===== config.mk =====
export PLATFORM = sky130hd
export DESIGN_NAME = data_pattern_gen
export DESIGN_NICKNAME = d
export VERILOG_FILES = /design/src/rtl/data_pattern_gen.sv
export SDC_FILE = /design/constraint.sdc
export NUM_CORES = 1
export LEC_CHECK = 0
export CORE_ASPECT_RATIO = 1.1
export CORE_MARGIN = 2
export CORE_UTILIZATION = 35
export CTS_BUF_LIST = sky130_fd_sc_hd__clkbuf_16
export DETAILED_ROUTE_END_ITERATION = 10
export PLACE_DENSITY = 0.58
export SLEW_MARGIN = 20
export SYNTH_ARGS = -nofsm -noshare
export SYNTH_HDL_FRONTEND = slang
export SYNTH_SLANG_ARGS = --single-unit
export TNS_END_PERCENT = 10

===== constraint.sdc =====
create_clock -name CLK -period 2.05 [get_ports CLK]
set_input_delay 0.3075 -clock CLK [delete_from_list [all_inputs] [get_ports CLK]]
set_output_delay 0.3075 -clock CLK [all_outputs]
set_load 0.01 [all_outputs]

===== src/rtl/data_pattern_gen.sv =====
`timescale 1ns/1ps
// Test-data source for the UART transmit path: up/down/PRBS/fixed words
// handed over through a valid/ready holding register, dropped ticks counted.
module data_pattern_gen #(
    parameter int unsigned       DATA_W    = 8,
    parameter logic [DATA_W-1:0] LIMIT     = {DATA_W{1'b1}},
    parameter logic [DATA_W-1:0] LFSR_POLY = DATA_W'(8'hB8),
    parameter int unsigned       OVR_W     = 8
) (
    input  logic              CLK,
    input  logic              RESET,
    input  logic              ENABLE,
    input  logic              TICK,
    input  logic [1:0]        MODE,
    input  logic [DATA_W-1:0] SEED,
    input  logic              LOAD,
    output logic [DATA_W-1:0] DATA,
    output logic              VALID,
    input  logic              READY,
    output logic [OVR_W-1:0]  OVR_CNT
);

    localparam logic [1:0] MODE_UP    = 2'b00;
    localparam logic [1:0] MODE_DOWN  = 2'b01;
    localparam logic [1:0] MODE_PRBS  = 2'b10;
    localparam logic [1:0] MODE_FIXED = 2'b11;

    logic [DATA_W-1:0] gen_q, gen_d;
    logic [DATA_W-1:0] data_q, data_d;
    logic              valid_q, valid_d;
    logic [OVR_W-1:0]  ovr_q, ovr_d;

    logic [DATA_W-1:0] gen_next_c;
    logic [DATA_W-1:0] seed_val_c;
    logic [DATA_W:0]   limit_diff_c;
    logic              above_c;
    logic              at_or_above_c;
    logic              fire_c;
    logic              free_c;
    logic              accept_c;
    logic              drop_c;

    // Limit compare via borrow, so a full-range LIMIT needs no special case.
    always_comb begin
        limit_diff_c  = {1'b0, LIMIT} - {1'b0, gen_q};
        above_c       = limit_diff_c[DATA_W];
        at_or_above_c = above_c | (limit_diff_c == '0);
    end

    // Next generator value for the currently selected pattern.
    always_comb begin
        gen_next_c = gen_q;
        case (MODE)
            MODE_UP: begin
                gen_next_c = at_or_above_c ? '0 : gen_q + DATA_W'(1);
            end
            MODE_DOWN: begin
                gen_next_c = ((gen_q == '0) || above_c) ? LIMIT : gen_q - DATA_W'(1);
            end
            MODE_PRBS: begin
                if (gen_q == '0) begin
                    gen_next_c = DATA_W'(1);
                end else begin
                    gen_next_c = (gen_q >> 1) ^ (gen_q[0] ? LFSR_POLY : '0);
                end
            end
            MODE_FIXED: begin
                gen_next_c = gen_q;
            end
            default: begin
                gen_next_c = gen_q;
            end
        endcase
    end

    // An all-zero PRBS seed would lock the LFSR, so it is loaded as 1.
    always_comb begin
        seed_val_c = SEED;
        if ((MODE == MODE_PRBS) && (SEED == '0)) begin
            seed_val_c = DATA_W'(1);
        end
    end

    always_comb begin
        fire_c   = TICK & ENABLE & ~LOAD;
        free_c   = ~valid_q | READY;
        accept_c = fire_c & free_c;
        drop_c   = fire_c & ~free_c;
    end

    // LOAD wins over everything; otherwise accept, consume or count a drop.
    always_comb begin
        gen_d   = gen_q;
        data_d  = data_q;
        valid_d = valid_q;
        ovr_d   = ovr_q;
        if (LOAD) begin
            gen_d   = seed_val_c;
            valid_d = 1'b0;
            ovr_d   = '0;
        end else if (accept_c) begin
            data_d  = gen_q;
            gen_d   = gen_next_c;
            valid_d = 1'b1;
        end else begin
            if (valid_q && READY) begin
                valid_d = 1'b0;
            end
            if (drop_c && (ovr_q != {OVR_W{1'b1}})) begin
                ovr_d = ovr_q + OVR_W'(1);
            end
        end
    end

    always_ff @(posedge CLK or negedge RESET) begin
        if (!RESET) begin
            gen_q   <= '0;
            data_q  <= '0;
            valid_q <= 1'b0;
            ovr_q   <= '0;
        end else begin
            gen_q   <= gen_d;
            data_q  <= data_d;
            valid_q <= valid_d;
            ovr_q   <= ovr_d;
        end
    end

    assign DATA    = data_q;
    assign VALID   = valid_q;
    assign OVR_CNT = ovr_q;

endmodule

Word-level counts from Yosys, hierarchy flattened
Cells that the tools add are included.
{"block": "word_totals", "inputBits": 16, "reg_bits": 25, "out_inout_bits": 17, "word_cells": 52}
{"block": "classes", "eq_ne": 6, "n_mux": 14, "reduce_logical": 14, "addsub": 4, "n_bitwise": 10}
{"cell": "$mux 8", "n": 10}
{"cell": "$pmux 8 s3", "n": 1}
{"cell": "$add 8x1->8 const B", "n": 2}
{"cell": "$logic_not 8->1", "n": 2}
{"cell": "$logic_not 9->1", "n": 1}
{"cell": "$sub 8x8->9 const A", "n": 1}
{"cell": "$ne 8x8->1 const B", "n": 1}
{"cell": "$sub 8x1->8 const B", "n": 1}
{"cell": "$xor 7x8->8", "n": 1}
{"cell": "$reduce_and 2->1", "n": 3}
{"cell": "$and 1x1->1", "n": 4}
{"cell": "$eq 2x2->1 const B", "n": 2}
{"cell": "$ne 2x2->1 const B", "n": 2}
{"cell": "$reduce_bool 2->1", "n": 2}
{"cell": "$logic_and 1x1->1", "n": 3}
{"cell": "$mux 1", "n": 3}
{"cell": "$not 1->1", "n": 3}
{"cell": "$reduce_bool 3->1", "n": 1}
{"cell": "$eq 2x1->1 const B", "n": 1}
{"cell": "$logic_not 2->1", "n": 1}
{"cell": "$or 1x1->1", "n": 2}
{"cell": "$logic_or 1x1->1", "n": 1}

Depth between registers and ports, before layout
{"block": "logic_depth", "ltp_word": 8, "ltp_mapped": 8}

Worst setup path after synthesis
OpenSTA, ideal clock, no wires.
{"block": "synth_timing", "kind": "reg-to-reg", "from": "register gen_q[0]", "to": "register gen_q[2]", "arrival_time_ps": 1759, "path_stages_with_launch": 7, "setup_slack_ps": 165, "required_ps": 1924, "synth_period_minus_slack_ps": 1885, "path_cell_list": "dfrtp_1 > buf_2 > inv_1 > ha_1 > a221o_1 > a22o_1 > a221o_1"}
{"block": "synth_between", "elab_chain_cells": 7, "elab_cells_between_ends": 13, "classes_between": "3 x add/sub; 6 x mux; 1 x bitwise; 3 x reduce/logical"}
{"item": "start, declared", "line": "28", "rtl": "logic [DATA_W-1:0] gen_q, gen_d;"}
{"item": "start signal, assigned", "line": "122", "rtl": "gen_q <= gen_d;"}
{"item": "$sub 8x8->9", "line": "45", "rtl": "limit_diff_c = {1'b0, LIMIT} - {1'b0, gen_q};"}
{"item": "$logic_not 9->1", "line": "47", "rtl": "at_or_above_c = above_c | (limit_diff_c == '0);"}
{"item": "$or 1x1->1", "line": "47"}
{"item": "$mux 8", "line": "55", "rtl": "gen_next_c = at_or_above_c ? '0 : gen_q + DATA_W'(1);"}
{"item": "$pmux 8 s3 *", "line": "53", "rtl": "case (MODE)"}
{"item": "$mux 8 *", "line": "101", "rtl": "end else if (accept_c) begin"}
{"item": "$mux 8 *", "line": "97", "rtl": "if (LOAD) begin"}
Mark *: on every way between the ends. The rest lies on a longest branch, timed or not. The select of a mux whose other input is x is not followed.
A chain may end at the register's enable or synchronous reset.

Worst setup path in the final report
{"block": "layout_timing", "from": "input port MODE[0]", "to": "register gen_q[2]"}
{"block": "layout_between", "elab_chain_cells": 4, "elab_cells_between_ends": 11, "classes_between": "4 x eq/ne; 4 x mux; 3 x reduce/logical"}
{"item": "start, declared", "line": "14", "rtl": "input logic [1:0] MODE,"}
{"item": "$eq 2x2->1 (tied with other cells)", "line": "53, 79"}
{"item": "$pmux 8 s3 / $logic_and 1x1->1 (equally long branches)", "line": "53, 79"}
{"item": "$mux 8 (on tied branches)", "line": "101, 79"}
{"item": "$mux 8", "line": "97"}
Several ways; a longest one is shown, not always the timed one. The select of a mux whose other input is x is not followed.

==> results.sh <==
export IMPL_fin_nets=266
export IMPL_fin_crit_ns=1.93
export IMPL_p_leak_nw=0.974
export IMPL_fp_dieH_um=79.5
export IMPL_finish_utilization_pct=48.6
export IMPL_critPathKind="in2reg"
export IMPL_vias=1654
export IMPL_antenna_left=0
export IMPL_postPlaceCellArea_mm2=0.00234
export IMPL_crit_end="gen_q[2]$_DFFE_PN0P_"
export IMPL_cts_root_buf="clkbuf_16"
export IMPL_finalMaxSlewViolations=0
export IMPL_seq_area_frac_synth_pct=34.5
export IMPL_core_area_mm2=0.00500
export IMPL_place_inst=296
export IMPL_yosysMostFrequentCell="dfrtp_1"
export IMPL_cts_sinks=25
export IMPL_final_area_mm2=0.00243
export IMPL_drt_pass1_iterations=4
export IMPL_setup_viol=0
export IMPL_hold_class="in2async"
export IMPL_regArea_um2=626
export IMPL_synth_edff_count=0
export IMPL_start_util_pct=36.2
export IMPL_numCtsBuffers=3
export IMPL_io_pins=33
export IMPL_rsz0062_at_grt="false"
export IMPL_synthArstFlopShare_pct=100
export IMPL_pre_cts_ws_ns=-0.178
export IMPL_timing_fmax_mhz=518
export IMPL_ys_warnings_count=0
export IMPL_tightest_slew_ns=0.541
export IMPL_grt_pass1_vias=1551
export IMPL_timing_rr_start="gen_q[1]$_DFFE_PN0P_"
export IMPL_overflow=0
export IMPL_synth_commonest_cells="dfrtp_1 (25), nand2_1 (18), nor2_1 (16), nand3_1 (11)"
export IMPL_n_fill_cell=516
export IMPL_holdWs_ns=0.420
export IMPL_p_sw_uw=450
export IMPL_hold_violations=0
export IMPL_clkSlewWorstSetupHoldPaths_ns=0.06
export IMPL_finalNonFillerCells=301
export IMPL_wirelength_um=4480
export IMPL_critical_path_arrival_ns=2.07
export IMPL_reg2reg_depth=7
export IMPL_status="complete, no violations"
export IMPL_antenna_found_initial=0
export IMPL_synth_ff_type="dfrtp_1"
export IMPL_grt_total_usage_pct=16.5
export IMPL_ys_ff_latch=25
export IMPL_p_clk_share_pct=27.5
export IMPL_syn_area_mm2=0.00181
export IMPL_synth_top_cell_by_area="dfrtp_1"
export IMPL_clock_skew_ns=0.00736
export IMPL_pwr_share_seq_pct=42.0
export IMPL_cts_hold_buf=0
export IMPL_powerDensity_mw_per_mm2=628
export IMPL_synth_area_leaders="dfrtp_1 (35%), mux2_2 (5.0%), ha_1 (4.1%)"
export IMPL_peakVddDrop_mv=0.267
export IMPL_dp_hpwl_um=3430
export IMPL_insertion_delay_ns=0.26
export IMPL_timing_final_crit_share_pct=94.2
export IMPL_cp_data_required_time_ns=2.19
export IMPL_gp_congestion=0.863
export IMPL_grt_max_degree=26
export IMPL_cp_end_kind="flip-flop"
export IMPL_drc=0
export IMPL_avgSynthCellArea_um2=9.39
export IMPL_htree_levels=1
export IMPL_wl_per_cell_um=14.9
export IMPL_routed_via_density=5.50
export IMPL_max_slew_margin_pct=63.9
export IMPL_setup_slack_ns=0.118
export IMPL_synth_top_area_share_pct=34.5
export IMPL_row_count=27
export IMPL_grt_pass1_wl_um=7560
export IMPL_syn_nets=215
export IMPL_multiInputGateArea_mm2=0.00107
export IMPL_syn2layout_area_growth_pct=34.1
export IMPL_drive_gt1_share_pct=21.4
export IMPL_crit_fanout=7
export IMPL_crit_path_start_kind="primary input"
export IMPL_port_buffers=32
export IMPL_p_int_mw=1.07
export IMPL_cp_startpoint="MODE[0]"
export IMPL_drv_cap=0
export IMPL_diodes=0
export IMPL_synth_cell_types=59
export IMPL_r2r_setup_slack_ns=0.17
export IMPL_dieArea_mm2=0.00577
export IMPL_synthCells=193
export IMPL_clock_path_buffers=2
export IMPL_power_frac_comb_pct=30.5
export IMPL_first_iter_violations=79
export IMPL_rr_endpoint="gen_q[4]$_DFFE_PN0P_"
export IMPL_switching_share_pct=29.5
export IMPL_die_w_um=72.6
export IMPL_cts_tree="yes"
==> state kept, by name, indices dropped and copies added, names as in the netlist <==
signal / flops
DATA: 8
VALID: 1
gen_q: 8
OVR_CNT: 8
==> per-layer routing <==
metal  up-vias  GRT usage [%]  share of wire [%]
li1        811              -                  -
met4         0           4.26               0.51
met3         2           1.52                1.9
met1       814           22.7                 48
met5         -              0                  0
met2        27           27.5                 49
==> cell families after synthesis <==
family	share of synthesized area [%]
DFF	34.5
buffers and inverters	6.28
adders and majority gates	4.14
AOI/OAI and AO/OA	19.8
xor gates and xnor gates	5.80
and+or+nand+nor	23.9
muxes	5.53
==> layout make-up <==
type	instances	share of cell area, %
Sequential cell	25	25.7
Timing Repair Buffer	58	22.2
Clock buffer	3	3.09
Tap cell	58	2.99
Inverter	10	1.54
Multi-Input combinational cell	146	44.2
Clock inverter	1	0.154
==> power by group through the flow <==
stage / Clock (mW) / Sequential [mW] / Combinational [mW]
after floorplan: 0 / 0.620 / 0.269
after global placement: 0 / 0.649 / 0.461
after detailed placement: 0 / 0.650 / 0.463
after CTS: 0.435 / 0.641 / 0.464
after global routing: 0.456 / 0.651 / 0.507
final: 0.419 / 0.641 / 0.465
==> cells in the final DEF (no fill, tap or decap), types with 5 or more instances in the layout <==
cell type        netlist  routed
a21oi_1                8       8
buf_4                  1      24
clkdlybuf4s50_1        0      32
dfrtp_1               25      25
ha_1                   6       5
inv_1                  8       9
mux2_2                 8       8
nand2_1               18      18
nand3_1               11      11
nor2_1                16      16
xnor2_1                8       8
==> repair_timing <==
action / 4_1_cts / 5_1_grt
setup endpoints to repair: 0 / 3
buffers inserted: 0 / 1
hold endpoints to repair: 0 / 0
resized for setup: 0 / 1
==> metrics by stage <==
| step | TNS (ns) | power [mW] |
|---|---|---|
| floorplan | 0 | 0.889 |
| global placement | -0.183 | 1.11 |
| detailed placement | -0.246 | 1.11 |
| CTS | 0 | 1.54 |
| global route | 0 | 1.61 |
| finish | 0 | 1.52 |
==> worst min path at each step <==
stage                              startpoint  cells past startpoint                endpoint
final                                   RESET                      2  OVR_CNT[6]$_DFFE_PN0P_
after detailed placement  DATA[5]$_DFFE_PN0P_                      1     DATA[5]$_DFFE_PN0P_
after global placement    DATA[7]$_DFFE_PN0P_                      1     DATA[7]$_DFFE_PN0P_
after CTS                               RESET                      2  OVR_CNT[5]$_DFFE_PN0P_
after floorplan                         RESET                      0     DATA[0]$_DFFE_PN0P_
after global routing                    RESET                      2  OVR_CNT[6]$_DFFE_PN0P_
==> worst max-delay path: stages <==
cell	delay, ns
clkdlybuf4s50_1	0.47
inv_1	0.05
ha_2	0.38
nor2b_1	0.07
a221o_1	0.29
a22o_1	0.19
a221o_1	0.31
Power figures use the tool's default switching activity.
